==> src/rtl/span_pkg.sv <==
// Shared types, widths and defaults for the span_seq measurement sequencer.
package span_pkg;

    typedef enum logic [2:0] {
        IDLE    = 3'd0,
        ARM     = 3'd1,
        GATE    = 3'd2,
        CLOSE   = 3'd3,
        SETTLE  = 3'd4,
        CAPTURE = 3'd5,
        FAIL    = 3'd6
    } span_state_e;

    localparam int CNT_W           = 32;
    localparam int SETTLE_CYC_DEF  = 4;
    localparam int TIMEOUT_CYC_DEF = 50000000;

    // A zero gate length would never terminate the gate countdown, so it runs as one cycle.
    function automatic logic [CNT_W-1:0] clamp_len(input logic [CNT_W-1:0] len);
        logic [CNT_W-1:0] val;
        if (len == {CNT_W{1'b0}}) begin
            val = {{(CNT_W-1){1'b0}}, 1'b1};
        end else begin
            val = len;
        end
        return val;
    endfunction

endpackage

==> src/rtl/span_sync.sv <==
// N-stage single-bit synchroniser into the clk_base domain; clears to 0 on reset.
module span_sync #(
    parameter int N = 2
) (
    input  logic clk,
    input  logic rst_n,
    input  logic d,
    output logic q
);

    logic [N-1:0] stage_r;

    // Shift chain; the last stage is the synchronised value.
    always_ff @(posedge clk or negedge rst_n) begin
        if (!rst_n) begin
            stage_r <= {N{1'b0}};
        end else begin
            stage_r <= {stage_r[N-2:0], d};
        end
    end

    assign q = stage_r[N-1];

endmodule

==> src/rtl/span_seq.sv <==
// Sequencer that gates the equal-precision interval counter for a programmed
// number of clk_base cycles and captures its settled counts.
module span_seq
    import span_pkg::*;
#(
    parameter int SYNC_STAGES = 2,
    parameter int SETTLE_CYC  = SETTLE_CYC_DEF,
    parameter int TIMEOUT_CYC = TIMEOUT_CYC_DEF
) (
    input  logic             clk_base,
    input  logic             rst_n,
    input  logic             start,
    input  logic             cont,
    input  logic             abort,
    input  logic [CNT_W-1:0] gate_len,
    input  logic             is_count,
    input  logic [CNT_W-1:0] count_1_in,
    input  logic [CNT_W-1:0] count_2_in,
    input  logic             pin_r,
    output logic             clk_en,
    output logic             busy,
    output logic             done,
    output logic             timeout,
    output logic [CNT_W-1:0] result_1,
    output logic [CNT_W-1:0] result_2,
    output logic             lead
);

    localparam int               TW       = (TIMEOUT_CYC > 2) ? $clog2(TIMEOUT_CYC) : 1;
    localparam logic [TW-1:0]    TO_LAST  = TW'(TIMEOUT_CYC - 1);
    localparam logic [TW-1:0]    TO_ONE   = TW'(1);
    localparam logic [TW-1:0]    TO_MAX   = {TW{1'b1}};
    localparam logic [CNT_W-1:0] SET_LOAD = CNT_W'((SETTLE_CYC < 1) ? 1 : SETTLE_CYC);

    span_state_e      state_r;
    span_state_e      state_nx;
    logic             is_s;
    logic             pin_s;
    logic [CNT_W-1:0] len_r;
    logic [CNT_W-1:0] gate_cnt_r;
    logic [TW-1:0]    to_cnt_r;
    logic             accept_s;
    logic             to_hit_s;
    logic             clk_en_nx_s;
    logic             busy_nx_s;
    logic             done_nx_s;

    span_sync #(.N(SYNC_STAGES)) u_sync_is (
        .clk   (clk_base),
        .rst_n (rst_n),
        .d     (is_count),
        .q     (is_s)
    );

    span_sync #(.N(SYNC_STAGES)) u_sync_pin (
        .clk   (clk_base),
        .rst_n (rst_n),
        .d     (pin_r),
        .q     (pin_s)
    );

    // State register.
    always_ff @(posedge clk_base or negedge rst_n) begin
        if (!rst_n) begin
            state_r <= IDLE;
        end else begin
            state_r <= state_nx;
        end
    end

    // Next-state logic; abort overrides every transition.
    always_comb begin
        state_nx = state_r;
        if (abort) begin
            state_nx = IDLE;
        end else begin
            case (state_r)
                IDLE:    state_nx = (start && !done) ? ARM : IDLE;
                ARM: begin
                    if (is_s) begin
                        state_nx = GATE;
                    end else if (to_hit_s) begin
                        state_nx = FAIL;
                    end else begin
                        state_nx = ARM;
                    end
                end
                GATE:    state_nx = (gate_cnt_r == 32'd1) ? CLOSE : GATE;
                CLOSE: begin
                    if (!is_s) begin
                        state_nx = SETTLE;
                    end else if (to_hit_s) begin
                        state_nx = FAIL;
                    end else begin
                        state_nx = CLOSE;
                    end
                end
                SETTLE:  state_nx = (gate_cnt_r == 32'd1) ? CAPTURE : SETTLE;
                CAPTURE: state_nx = cont ? ARM : IDLE;
                FAIL:    state_nx = IDLE;
                default: state_nx = IDLE;
            endcase
        end
    end

    // Output decode from the upcoming state so the registered outputs track the state.
    always_comb begin
        clk_en_nx_s = (state_nx == ARM) || (state_nx == GATE);
        busy_nx_s   = (state_nx != IDLE);
        done_nx_s   = (state_r == CAPTURE) && !abort;
        accept_s    = (state_r == IDLE) && (state_nx == ARM);
        to_hit_s    = (to_cnt_r == TO_LAST);
    end

    // Registered control outputs; reset drops clk_en immediately.
    always_ff @(posedge clk_base or negedge rst_n) begin
        if (!rst_n) begin
            clk_en <= 1'b0;
            busy   <= 1'b0;
            done   <= 1'b0;
        end else begin
            clk_en <= clk_en_nx_s;
            busy   <= busy_nx_s;
            done   <= done_nx_s;
        end
    end

    // Gate countdown, reused as the settle countdown after the gate closes.
    always_ff @(posedge clk_base or negedge rst_n) begin
        if (!rst_n) begin
            gate_cnt_r <= 32'd0;
        end else if ((state_r == ARM) && (state_nx == GATE)) begin
            gate_cnt_r <= len_r;
        end else if ((state_r == CLOSE) && (state_nx == SETTLE)) begin
            gate_cnt_r <= SET_LOAD;
        end else if (((state_r == GATE) || (state_r == SETTLE)) && (gate_cnt_r != 32'd0)) begin
            gate_cnt_r <= gate_cnt_r - 32'd1;
        end else begin
            gate_cnt_r <= gate_cnt_r;
        end
    end

    // Saturating handshake timeout counter, restarted on every entry to ARM or CLOSE.
    always_ff @(posedge clk_base or negedge rst_n) begin
        if (!rst_n) begin
            to_cnt_r <= {TW{1'b0}};
        end else if ((state_nx != state_r) && ((state_nx == ARM) || (state_nx == CLOSE))) begin
            to_cnt_r <= {TW{1'b0}};
        end else if (((state_r == ARM) || (state_r == CLOSE)) && (to_cnt_r != TO_MAX)) begin
            to_cnt_r <= to_cnt_r + TO_ONE;
        end else begin
            to_cnt_r <= to_cnt_r;
        end
    end

    // Latched gate length, sticky timeout flag and captured results.
    always_ff @(posedge clk_base or negedge rst_n) begin
        if (!rst_n) begin
            len_r    <= 32'd0;
            timeout  <= 1'b0;
            result_1 <= 32'd0;
            result_2 <= 32'd0;
            lead     <= 1'b0;
        end else begin
            if (accept_s) begin
                len_r   <= clamp_len(gate_len);
                timeout <= 1'b0;
            end else if ((state_r == FAIL) && !abort) begin
                timeout <= 1'b1;
            end
            if (done_nx_s) begin
                result_1 <= count_1_in;
                result_2 <= count_2_in;
                lead     <= pin_s;
            end
        end
    end

endmodule

==> config.mk <==
export PLATFORM = sky130hd
export DESIGN_NAME = span_seq
export DESIGN_NICKNAME = d
export VERILOG_FILES = /design/src/rtl/span_pkg.sv /design/src/rtl/span_sync.sv /design/src/rtl/span_seq.sv
export SDC_FILE = /design/constraint.sdc
export NUM_CORES = 1
export LEC_CHECK = 0
export CORE_MARGIN = 4
export CORE_UTILIZATION = 56
export DETAILED_ROUTE_END_ITERATION = 6
export PLACE_DENSITY_LB_ADDON = 0.25
export SLEW_MARGIN = 5
export SYNTH_ARGS = -nofsm -noshare
export SYNTH_HDL_FRONTEND = slang
export SYNTH_SLANG_ARGS = --single-unit
==> constraint.sdc <==
create_clock -name clk_base -period 4 [get_ports clk_base]
set_input_delay 0.4 -clock clk_base [delete_from_list [all_inputs] [get_ports clk_base]]
set_output_delay 0.4 -clock clk_base [all_outputs]
set_load 0.02 [all_outputs]
* Yosys cells after proc, flatten, opt, wreduce, memory -nomap -nowiden
Index checks and enable logic that the tools add are counted.
** Storage, ports and cells
- Bits in registers :: 166
- Input bits :: 103
- Logic and storage cells :: 69
** Operators by class
- $add $sub $neg :: 2
- Equality and inequality tests :: 14
- Multiplexer cells :: 18
- Reductions and logical operators :: 22
** Operators by type and width (number)
- $mux W32 :: 4
- $mux W26 :: 2
- $eq A32 B1 Y1 const B :: 1
- $logic_not A32 Y1 :: 1
- $reduce_bool A32 Y1 :: 1
- $sub A32 B1 Y32 const B :: 1
- $add A26 B1 Y26 const B :: 1
- $eq A26 B26 Y1 const B :: 1
- $ne A26 B26 Y1 const B :: 1
- $pmux W3 S6 :: 1
- $mux W3 :: 5
- $eq A3 B2 Y1 const B :: 4
- $eq A3 B3 Y1 const B :: 4
- $logic_and A1 B1 Y1 :: 9
- $eq A3 B1 Y1 const B :: 2
- $mux W1 :: 6
- $reduce_bool A3 Y1 :: 2
- $logic_or A1 B1 Y1 :: 4
- $reduce_bool A2 Y1 :: 2
- $logic_not A3 Y1 :: 1
- $ne A3 B3 Y1 :: 1
- $logic_not A1 Y1 :: 2

* Depth between registers and ports, before layout
Gate-level depths: netlist of run 1.
- Depth after elaboration :: 9
- Mapped depth :: 9
- Mapped depth without buffers :: 7

* Modules after synthesis
Synthesis of run 1 repeated with hierarchy kept, for this count alone.
** Unflattened totals
- Cell total of the unflattened synthesis :: 654
- Area, all modules :: 7717.4 um^2
** By module, submodules not included
- span_seq :: times used 1, cells each 650, area an instance 7617.3 um^2, seq. area each 4053.9 um^2
- span_sync :: times used 2, cells each 2, area an instance 50.0 um^2, seq. area each 50.0 um^2

* Least setup slack after synthesis of run 1
OpenSTA, ideal clock, no wires.
- Path kind :: register to register
- From :: reg to_cnt_r[0]
- To :: reg to_cnt_r[1]
- Arrival time :: 2.151 ns
- Data required time :: 3.867 ns
- Setup slack :: 1.716 ns
- Cell stages (with the launch flop) :: 10
- Path buffers :: 3
- Cells stage by stage :: dfrtp_1 > ha_1 > nand3_2 > or4_1 > buf_2 > o31ai_2 > buf_4 > buf_6 > mux2i_1 > a21oi_1
** On the way
- Longest elaborated chain between the ends :: 9
- Elaborated cells between the ends (all ways) :: 18
** RTL lines
- start, declared :: line span_seq.sv:41 : logic [TW-1:0] to_cnt_r;
- start signal, assigned :: line span_seq.sv:146 : to_cnt_r <= {TW{1'b0}};
- start signal, assigned :: line span_seq.sv:148 : to_cnt_r <= {TW{1'b0}};
- start signal, assigned :: line span_seq.sv:150 : to_cnt_r <= to_cnt_r + TO_ONE;
- $eq A26 B26 Y1 :: line span_seq.sv:112 : to_hit_s = (to_cnt_r == TO_LAST);
- $mux W3 (on tied branches) :: line span_seq.sv:92, span_seq.sv:82
- $mux W3 (on tied branches) :: line span_seq.sv:90, span_seq.sv:80
- $pmux W3 S6 :: line span_seq.sv:77 : case (state_r)
- $mux W3 :: line span_seq.sv:74 : if (abort) begin
- $eq A3 B1 Y1 / $eq A3 B2 Y1 (equally long branches) :: line span_seq.sv:147 : end else if ((state_nx != state_r) && ((state_nx == ARM) || (state_nx == CLOSE))) begin
- $logic_or A1 B1 Y1 :: line span_seq.sv:147
- $logic_and A1 B1 Y1 :: line span_seq.sv:147
- $mux W26 / $reduce_bool A2 Y1 (equally long branches)
Several ways; a longest one is shown, not always the timed one. The select of a mux whose other input is x is not followed.
A chain may end at the register's enable or synchronous reset.

* Worst setup path after layout of run 1
- From :: reg gate_cnt_r[11]
- To :: reg gate_cnt_r[12]
** On the way
- Longest elaborated chain between the ends :: 8
- Elaborated cells between the ends (all ways) :: 16
** RTL lines
- start, declared :: line span_seq.sv:40 : logic [CNT_W-1:0] gate_cnt_r;
- start signal, assigned :: line span_seq.sv:133 : gate_cnt_r <= len_r;
- start signal, assigned :: line span_seq.sv:137 : gate_cnt_r <= gate_cnt_r - 32'd1;
- start signal, assigned :: line span_seq.sv:139 : gate_cnt_r <= gate_cnt_r;
- $eq A32 B1 Y1 :: line span_seq.sv:88, span_seq.sv:98
- $mux W1 :: line span_seq.sv:88, span_seq.sv:98
- $pmux W3 S6 :: line span_seq.sv:77
- $mux W3 :: line span_seq.sv:74
- $eq A3 B3 Y1 :: line span_seq.sv:134 : end else if ((state_r == CLOSE) && (state_nx == SETTLE)) begin
- $logic_and A1 B1 Y1 :: line span_seq.sv:134
- $mux W32 :: line span_seq.sv:134
- $mux W32 :: line span_seq.sv:132 : end else if ((state_r == ARM) && (state_nx == GATE)) begin
Several ways; a longest one is shown, not always the timed one. The select of a mux whose other input is x is not followed.

==> results.md, run 1 <==
* I/O Buffers at 171
* Mapped Area at around 8000 um^2
* Post-CTS sizing at 0
* Avg Cell Area, Syn at ~11 um^2
* Setup Buffers After CTS at 0
* Post-route ant nets at 0
* Reg area at around 4200 um^2
* Row Count at 43
* R2R Path Start: gate_cnt_r[11]$_DFFE_PN0P_
* EDFF count, synth at 0
* Largest cells by area after synthesis: dfrtp_1 (51%), mux2_2 (13%), a22oi_1 (2.3%), or4_1 (2.2%), a21oi_1 (2.0%)
* Clock sink count at ~170
* Worst Reg2Reg Path Length in Cells at 5
* Total CTS buffers at 17
* Gate power share at 0.260
* Post-layout min period at approximately 2.8 ns
* Hpwl dp at 15,300 um
* Die Area at 16,600 um^2
* Layout cells sized above 1 at 0.174
* Worst Path Buf+Inv at 0
* Vias at 6,858
* Fin crit share at 0.709
* Core Region at ~14,000 um^2
* Cell family with most CP delay: compound AO/OA/AOI/OAI gates
* Syn nets at 830
* Max frequency at 0.353 GHz
* Diode count at 0
* Synth Area in Compound Gates at 0.142
* Primary FF master, synth: dfrtp_1
* Final WL at between 20,000 and 25,000 um
* Net Switching at ~1.7 mW
* Mux share of post-synthesis cell area at 0.133
* Critical-path top delay cell: o31a_1
* Vias/cell at roughly 6.4
* Largest net degree at the start of global routing at roughly 110
* Final core utilization at 0.746
* Final hold violations at 0
* RD Place Congestion at ~0.94
* Seq/Total Area, Yosys at 0.507
* RR Endpoint: gate_cnt_r[12]$_DFFE_PN0P_
* Vias in the first global route at 6,988
* Cell internal pwr at ~3.4 mW
* Leak pwr at 4.55 nW
* Die height at about 130 um
* Simple-gate portion of the synthesized area at 0.171
* Worst-margin pin slew at 1.25 ns
* Asr flop ratio synth at 1.00
* Kind of critical path: reg -> reg
* Router iterations before antenna repair at 5
* Status: finished clean
* Reg clk slew, reported paths at 0.06 ns
* R2r setup slk at 1.16 ns
* Area grow syn2layout at 28.3%
* IO Pins at roughly 170
* Pwr per Cell Area at between 400 and 500 nW/um^2
* Peak VDD IR at roughly 330 uV
* Starting Density at 0.581
* Max-Slew Margin vs Limit at 0.164
* Worst Hold Class: in -> async
* Clk buf depth at 2
* CTS Hold Bufs at 0
* First DRT Iteration DRCs at 844
* Fill cell count at 922
* Synth area leader: dfrtp_1
* Startpoint types: register
* Req. time, crit path at ~4.4 ns
* CTS H-Tree Depth at 4
* Setup TNS at 0 ns
* Clock power frac at 0.299
* Max incr delay on CP at 0.75 ns
* Clock Latency Late Sink at approximately 0.44 ns
* Die X at between 100 and 150 um
* Post-Synth Adder-Cell Area at 0.00611
* Nets@finish at ~990
* Largest family of logic cells by synthesized area: simple AND/OR/NAND/NOR gates
* Final setup fails at 0
* Gr ovfl total at 0
* Total power at about 5.1 mW
* CTS tree: done
* Highest net fanout along the worst path at 30
* Post-synth top area share at 0.507
* WHS at ~0.063 ns
* Initial antenna violation count at 0
* Unique masters post-synth at 72
* Synth warnings at 0
* Root buf cell: clkbuf_16
* Post-synthesis xor/xnor area fraction at 0.00534
* All-Layer GR Usage at 0.272
* Critical-path cell list: nor4_2 -> nand4_2 -> o31a_1 -> a311oi_1 -> o21a_1
* Post-DR wirelength/cell at around 20 um
* Mapped Cells at 723
* Fin. max-slew vios at 0
* Worst Setup End Kind: register
* Switching part of the total at 0.329
* Sequential power share at 0.442
* Crit path DAT at ~3.2 ns
* Synthesis-stage register bit count at roughly 170
* Multi-input logic area at 3760 um^2
* Max-cap violations at 0
* Clk_skew at roughly 0.013 ns
* DRC at 0
* Unrepaired setup endpoints after global routing: no
* First-pass GRT wire length at 35,700 um
## worst register-to-register path: stages (launching register included)
cell and delay [ns]:
dfrtp_1 0.43, nor4_2 0.66, nand4_2 0.33, o31a_1 0.75
a311oi_1 0.45, o21a_1 0.16
## layout make-up
type                            count  share of cell area
Sequential cell                   166               0.395
Multi-Input combinational cell    502               0.358
Timing Repair Buffer              183               0.173
Clock buffer                       20              0.0415
Tap cell                          180              0.0214
Clock inverter                     12             0.00892
Inverter                            8             0.00285
## cells by family after synthesis
family,Yosys count
AND/OR/NAND/NOR,234
AO/OA/AOI/OAI,162
multiplexers,97
buffers and inverters,55
XOR/XNOR,5
adder cells (fa/ha/maj),4
flip-flops,166
## metrics by stage
| step | cell area, um^2 | setup slack [ns] | cells |
|---|---|---|---|
| global route | 10500 | 1.03 | 1071 |
| floorplan | 8200 | 1.72 | 723 |
| global placement | 9990 | 1.24 | 1039 |
| CTS | 10500 | 1.22 | 1071 |
| finish | 10500 | 1.16 | 1071 |
| detailed placement | 9990 | 1.23 | 1039 |
## synthesized netlist by cell type (all sizes together) (6+ instances only)
| master | count |
|---|---|
| or3 | 11 |
| clkbuf | 24 |
| o31ai | 17 |
| a22oi | 25 |
| nor2 | 33 |
| nand2 | 34 |
| nor3 | 23 |
| dfrtp | 166 |
| and4 | 6 |
| and3 | 12 |
| a211oi | 9 |
| a21oi | 34 |
| mux2 | 96 |
| nand3 | 16 |
| inv | 8 |
| nor4 | 22 |
| nand4 | 25 |
| buf | 23 |
| o21ai | 16 |
| or4 | 25 |
| a311oi | 8 |
| o21a | 8 |
| o211a | 9 |
## cells in the final DEF, fill, tap and decap left out, types with 9 or more instances in the layout
master           count
a22oi_1             25
nand4_1             24
nand2_1             34
mux2_2              96
and3_1              12
nor4_1              18
a211oi_1             9
nor2_1              32
o211a_1              9
dfrtp_1            166
nand3_1             15
or4_1               24
nor3_1              21
o21ai_0             13
clkbuf_16           17
a21oi_1             33
o31ai_1             15
clkdlybuf4s50_1    170
buf_4               11
or3_1               11
## worst max path at each step
stage                               start                          to  slack, ns  cells after the start
6_report       gate_cnt_r[11]$_DFFE_PN0P_  gate_cnt_r[12]$_DFFE_PN0P_       1.16                      5
5_1_grt        gate_cnt_r[11]$_DFFE_PN0P_  gate_cnt_r[30]$_DFFE_PN0P_       1.03                      5
4_1_cts        gate_cnt_r[11]$_DFFE_PN0P_  gate_cnt_r[13]$_DFFE_PN0P_       1.22                      5
3_3_place_gp                        abort  gate_cnt_r[18]$_DFFE_PN0P_       1.24                      7
3_5_place_dp                        abort   gate_cnt_r[3]$_DFFE_PN0P_       1.23                      7
2_1_floorplan     to_cnt_r[0]$_DFFE_PN0P_     to_cnt_r[1]$_DFFE_PN0P_       1.72                      9
## metal layers
| metal | part of all wire | GRT usage | vias up |
|---|---|---|---|
| li1 | - | - | 3103 |
| met5 | 0 | 0 | - |
| met2 | 0.50 | 0.449 | 304 |
| met4 | 0.012 | 0.0686 | 0 |
| met1 | 0.39 | 0.335 | 3420 |
| met3 | 0.091 | 0.110 | 31 |
## power by group through the flow
stage,clock (mW),sequential [mW],combinational [mW]
2_1_floorplan,0,2.23,0.782
6_report,1.51,2.23,1.31
4_1_cts,1.52,2.22,1.31
3_3_place_gp,0,2.23,1.23
3_5_place_dp,0,2.25,1.28
5_1_grt,1.60,2.27,1.42
## sequential cells by signal, summed over array words and instances, names as in the netlist, 2 cells and up
name and count:
result_1 32, gate_cnt_r 32, to_cnt_r 26, len_r 32, u_sync_is.stage_r 2, state_r 3, u_sync_pin.stage_r 2, result_2 32
Power figures use the tool's default switching activity.
==> run 2: changes to the inputs <==
--- a/config.mk
+++ b/config.mk
@@ -6,7 +6,7 @@
 export NUM_CORES = 1
 export LEC_CHECK = 0
 export CORE_MARGIN = 4
-export CORE_UTILIZATION = 56
+export CORE_UTILIZATION = 47
 export DETAILED_ROUTE_END_ITERATION = 6
 export PLACE_DENSITY_LB_ADDON = 0.25
 export SLEW_MARGIN = 5
==> constraint.sdc (replaced) <==
create_clock -name clk_base -period 2.28 [get_ports clk_base]
set_input_delay 0.228 -clock clk_base [delete_from_list [all_inputs] [get_ports clk_base]]
set_output_delay 0.228 -clock clk_base [all_outputs]
set_load 0.02 [all_outputs]
==> run 2 against run 1 <==
Net effect: the flow now finishes with violations (design-rule violations); fmax is 26% higher; via count grew 3.1%; sequential cell count unchanged; cell area is 7.9% higher; cell count is 10% higher; non-clock buffer count is 66 higher; critical path depth is 2 higher; sequential share of layout area shrank 2.9 points; combinational power grew 130%; die area up 18%; power increased by 95%; register-to-register slack lost 1.1 ns; critical path type unchanged.
==> results.md, run 2 (synthesized netlist as in run 1, its figures left out) <==
* Vias in the first global route at 7,259 (+3.9%)
* Hold Path Depth at 1
* Root buf cell: clkbuf_16
* Total CTS buffers at 17 (unchanged)
* Final hold violations at 0 (unchanged)
* Leak pwr at 4.97 nW (+9.2%)
* Clock Latency Late Sink at 0.42 ns (-0.02 ns)
* CTS H-Tree Depth at 4 (unchanged)
* Fin. max-slew vios at 0 (unchanged)
* Clk_skew at 0.00919 ns (-0.00427 ns)
* Highest net fanout along the worst path at 22 (-27%)
* Die X at 140 um (+8.6%)
* Worst Slack Setup Final at 0.0226 ns (-1.14 ns)
* Gr ovfl total at 0 (unchanged)
* Vias at 7,069 (+3.1%)
* Die height at 140 um (+8.6%)
* Max-Slew Margin vs Limit at 0.593 (+0.429)
* Commonest non-fill, non-tap cell in the layout: clkdlybuf4s50_1
* Final WL at 22,900 um (+3.6%)
* Row Count at 48 (+12%)
* Reg clk slew, reported paths at 0.07 ns (about the same)
* Core Region at 17,200 um^2 (+22%)
* Nets@finish at 1,051 (+6.7%)
* Final core utilization at 0.661 (-0.0856)
* WHS at 0.240 ns (+0.177 ns)
* Starting Density at 0.477 (-0.104)
* Die Area at 19,600 um^2 (+18%)
* Layout cells sized above 1 at 0.251 (+0.0768)
* Diode count at 0 (unchanged)
* IO Pins at 172 (unchanged)
* Clock sink count at 166 (unchanged)
* Vias/cell at 5.98 (-6.6%)
* Crit path DAT at 2.61 ns (-0.59 ns)
* Hpwl dp at 16,300 um (+6.7%)
* Initial antenna violation count at 0 (unchanged)
* Failing checks: design-rule violations
* Final setup fails at 0 (unchanged)
* Worst Setup End Kind: register
* Max-cap violations at 0 (unchanged)
* Total power at 9.83 mW (+95%)
* First DRT Iteration DRCs at 511 (-39%)
* Max frequency at 0.443 GHz (+26%)
* Post-route ant nets at 0 (unchanged)
* Req. time, crit path at 2.63 ns (-1.74 ns)
* Post-layout min period at 2.26 ns (-0.578 ns)
* Area grow syn2layout at 38.5%
* Fin crit share at 0.990 (+0.281)
* Router iterations before antenna repair at 7 (+2)
* Peak VDD IR at 644 uV (+97%)
* Largest net degree at the start of global routing at 73 (-31%)
* Clk buf depth at 2 (unchanged)
* All-Layer GR Usage at 0.232 (-0.0400)
* Post-DR wirelength/cell at 19.4 um (-6.1%)
* Pwr per Cell Area at 866 nW/um^2 (+80%)
* Worst-margin pin slew at 0.604 ns (-0.649 ns)
* Startpoint types: register
* Worst Hold Class: in -> reg
* CTS tree: done
* Placement Setup Slack at -0.0645 ns (-1.29 ns)
* RD Place Congestion at 0.932 (-0.77%)
* Kind of critical path: reg -> reg
* First-pass GRT wire length at 37,000 um (+3.5%)
* Most frequent cells in the layout: clkdlybuf4s50_1 (170), dfrtp_1 (165), mux2_2 (96)
* Worst Reg2Reg Path Length in Cells at 7 (+2)
* Status: complete, but fails checks
* I/O Buffers at 171 (unchanged)
* DRC at 1 (+1)
[run 2: per-stage QoR]
stage               instances  TNS (ns)  instance area, um^2
finish                   1182         0                11300
global route             1182    -0.151                11300
CTS                      1175         0                11200
detailed placement       1141    -0.161                10500
global placement         1141    -0.158                10500
floorplan                 723         0                 8210
[run 2: final timing paths]
| path | start | endpoint | slack (ns) |
|---|---|---|---|
| max | gate_cnt_r[16]$_DFFE_PN0P_ | gate_cnt_r[4]$_DFFE_PN0P_ | 0.02 |
| min | pin_r | u_sync_pin.stage_r[0]$_DFF_PN0_ | 0.24 |
| max reg2reg | gate_cnt_r[16]$_DFFE_PN0P_ | gate_cnt_r[4]$_DFFE_PN0P_ | 0.02 |
| min reg2reg | u_sync_pin.stage_r[0]$_DFF_PN0_ | u_sync_pin.stage_r[1]$_DFF_PN0_ | 0.35 |
| max in group asynchronous | rst_n | gate_cnt_r[26]$_DFFE_PN0P_ | 1.16 |
| min in group asynchronous | rst_n | gate_cnt_r[4]$_DFFE_PN0P_ | 0.33 |
[run 2: area by class of cell]
cell class | instances | area [um^2]
Clock buffer | 17 | 425
Clock inverter | 15 | 191
Fill cell | 1334 | 5830
Inverter | 8 | 30.0
Multi-Input combinational cell | 502 | 3870
Sequential cell | 166 | 4160
Tap cell | 225 | 282
Timing Repair Buffer | 249 | 2390
[run 2: where the power goes]
part / switching, mW / total [mW] / internal [mW]
Combinational: 1.47 / 3.00 / 1.53
Sequential: 0.388 / 3.83 / 3.44
Clock: 1.26 / 3.01 / 1.75
[run 2: critical path: stages, from the launching register on]
cell and delay [ns]:
dfrtp_1 0.39, buf_4 0.16, nor3_1 0.41, nand4_4 0.18
o31a_1 0.34, buf_4 0.24, a31oi_1 0.27, o21a_1 0.19
[run 2: layer usage]
metal  vias up  track usage  wire length (um)
li1       3237            -                 -
met1      3488        0.281              9080
met2       299        0.391             11200
met3        45       0.0772              2020
met4         0       0.0755               541
met5         -            0                 0
[run 2: repair_timing]
item,CTS,global route
setup endpoints to repair,5,35
gates resized for setup,2,18
endpoints found under the hold margin,47,0
hold buffers,1,0
pin swaps,1,4
buffers inserted,1,7
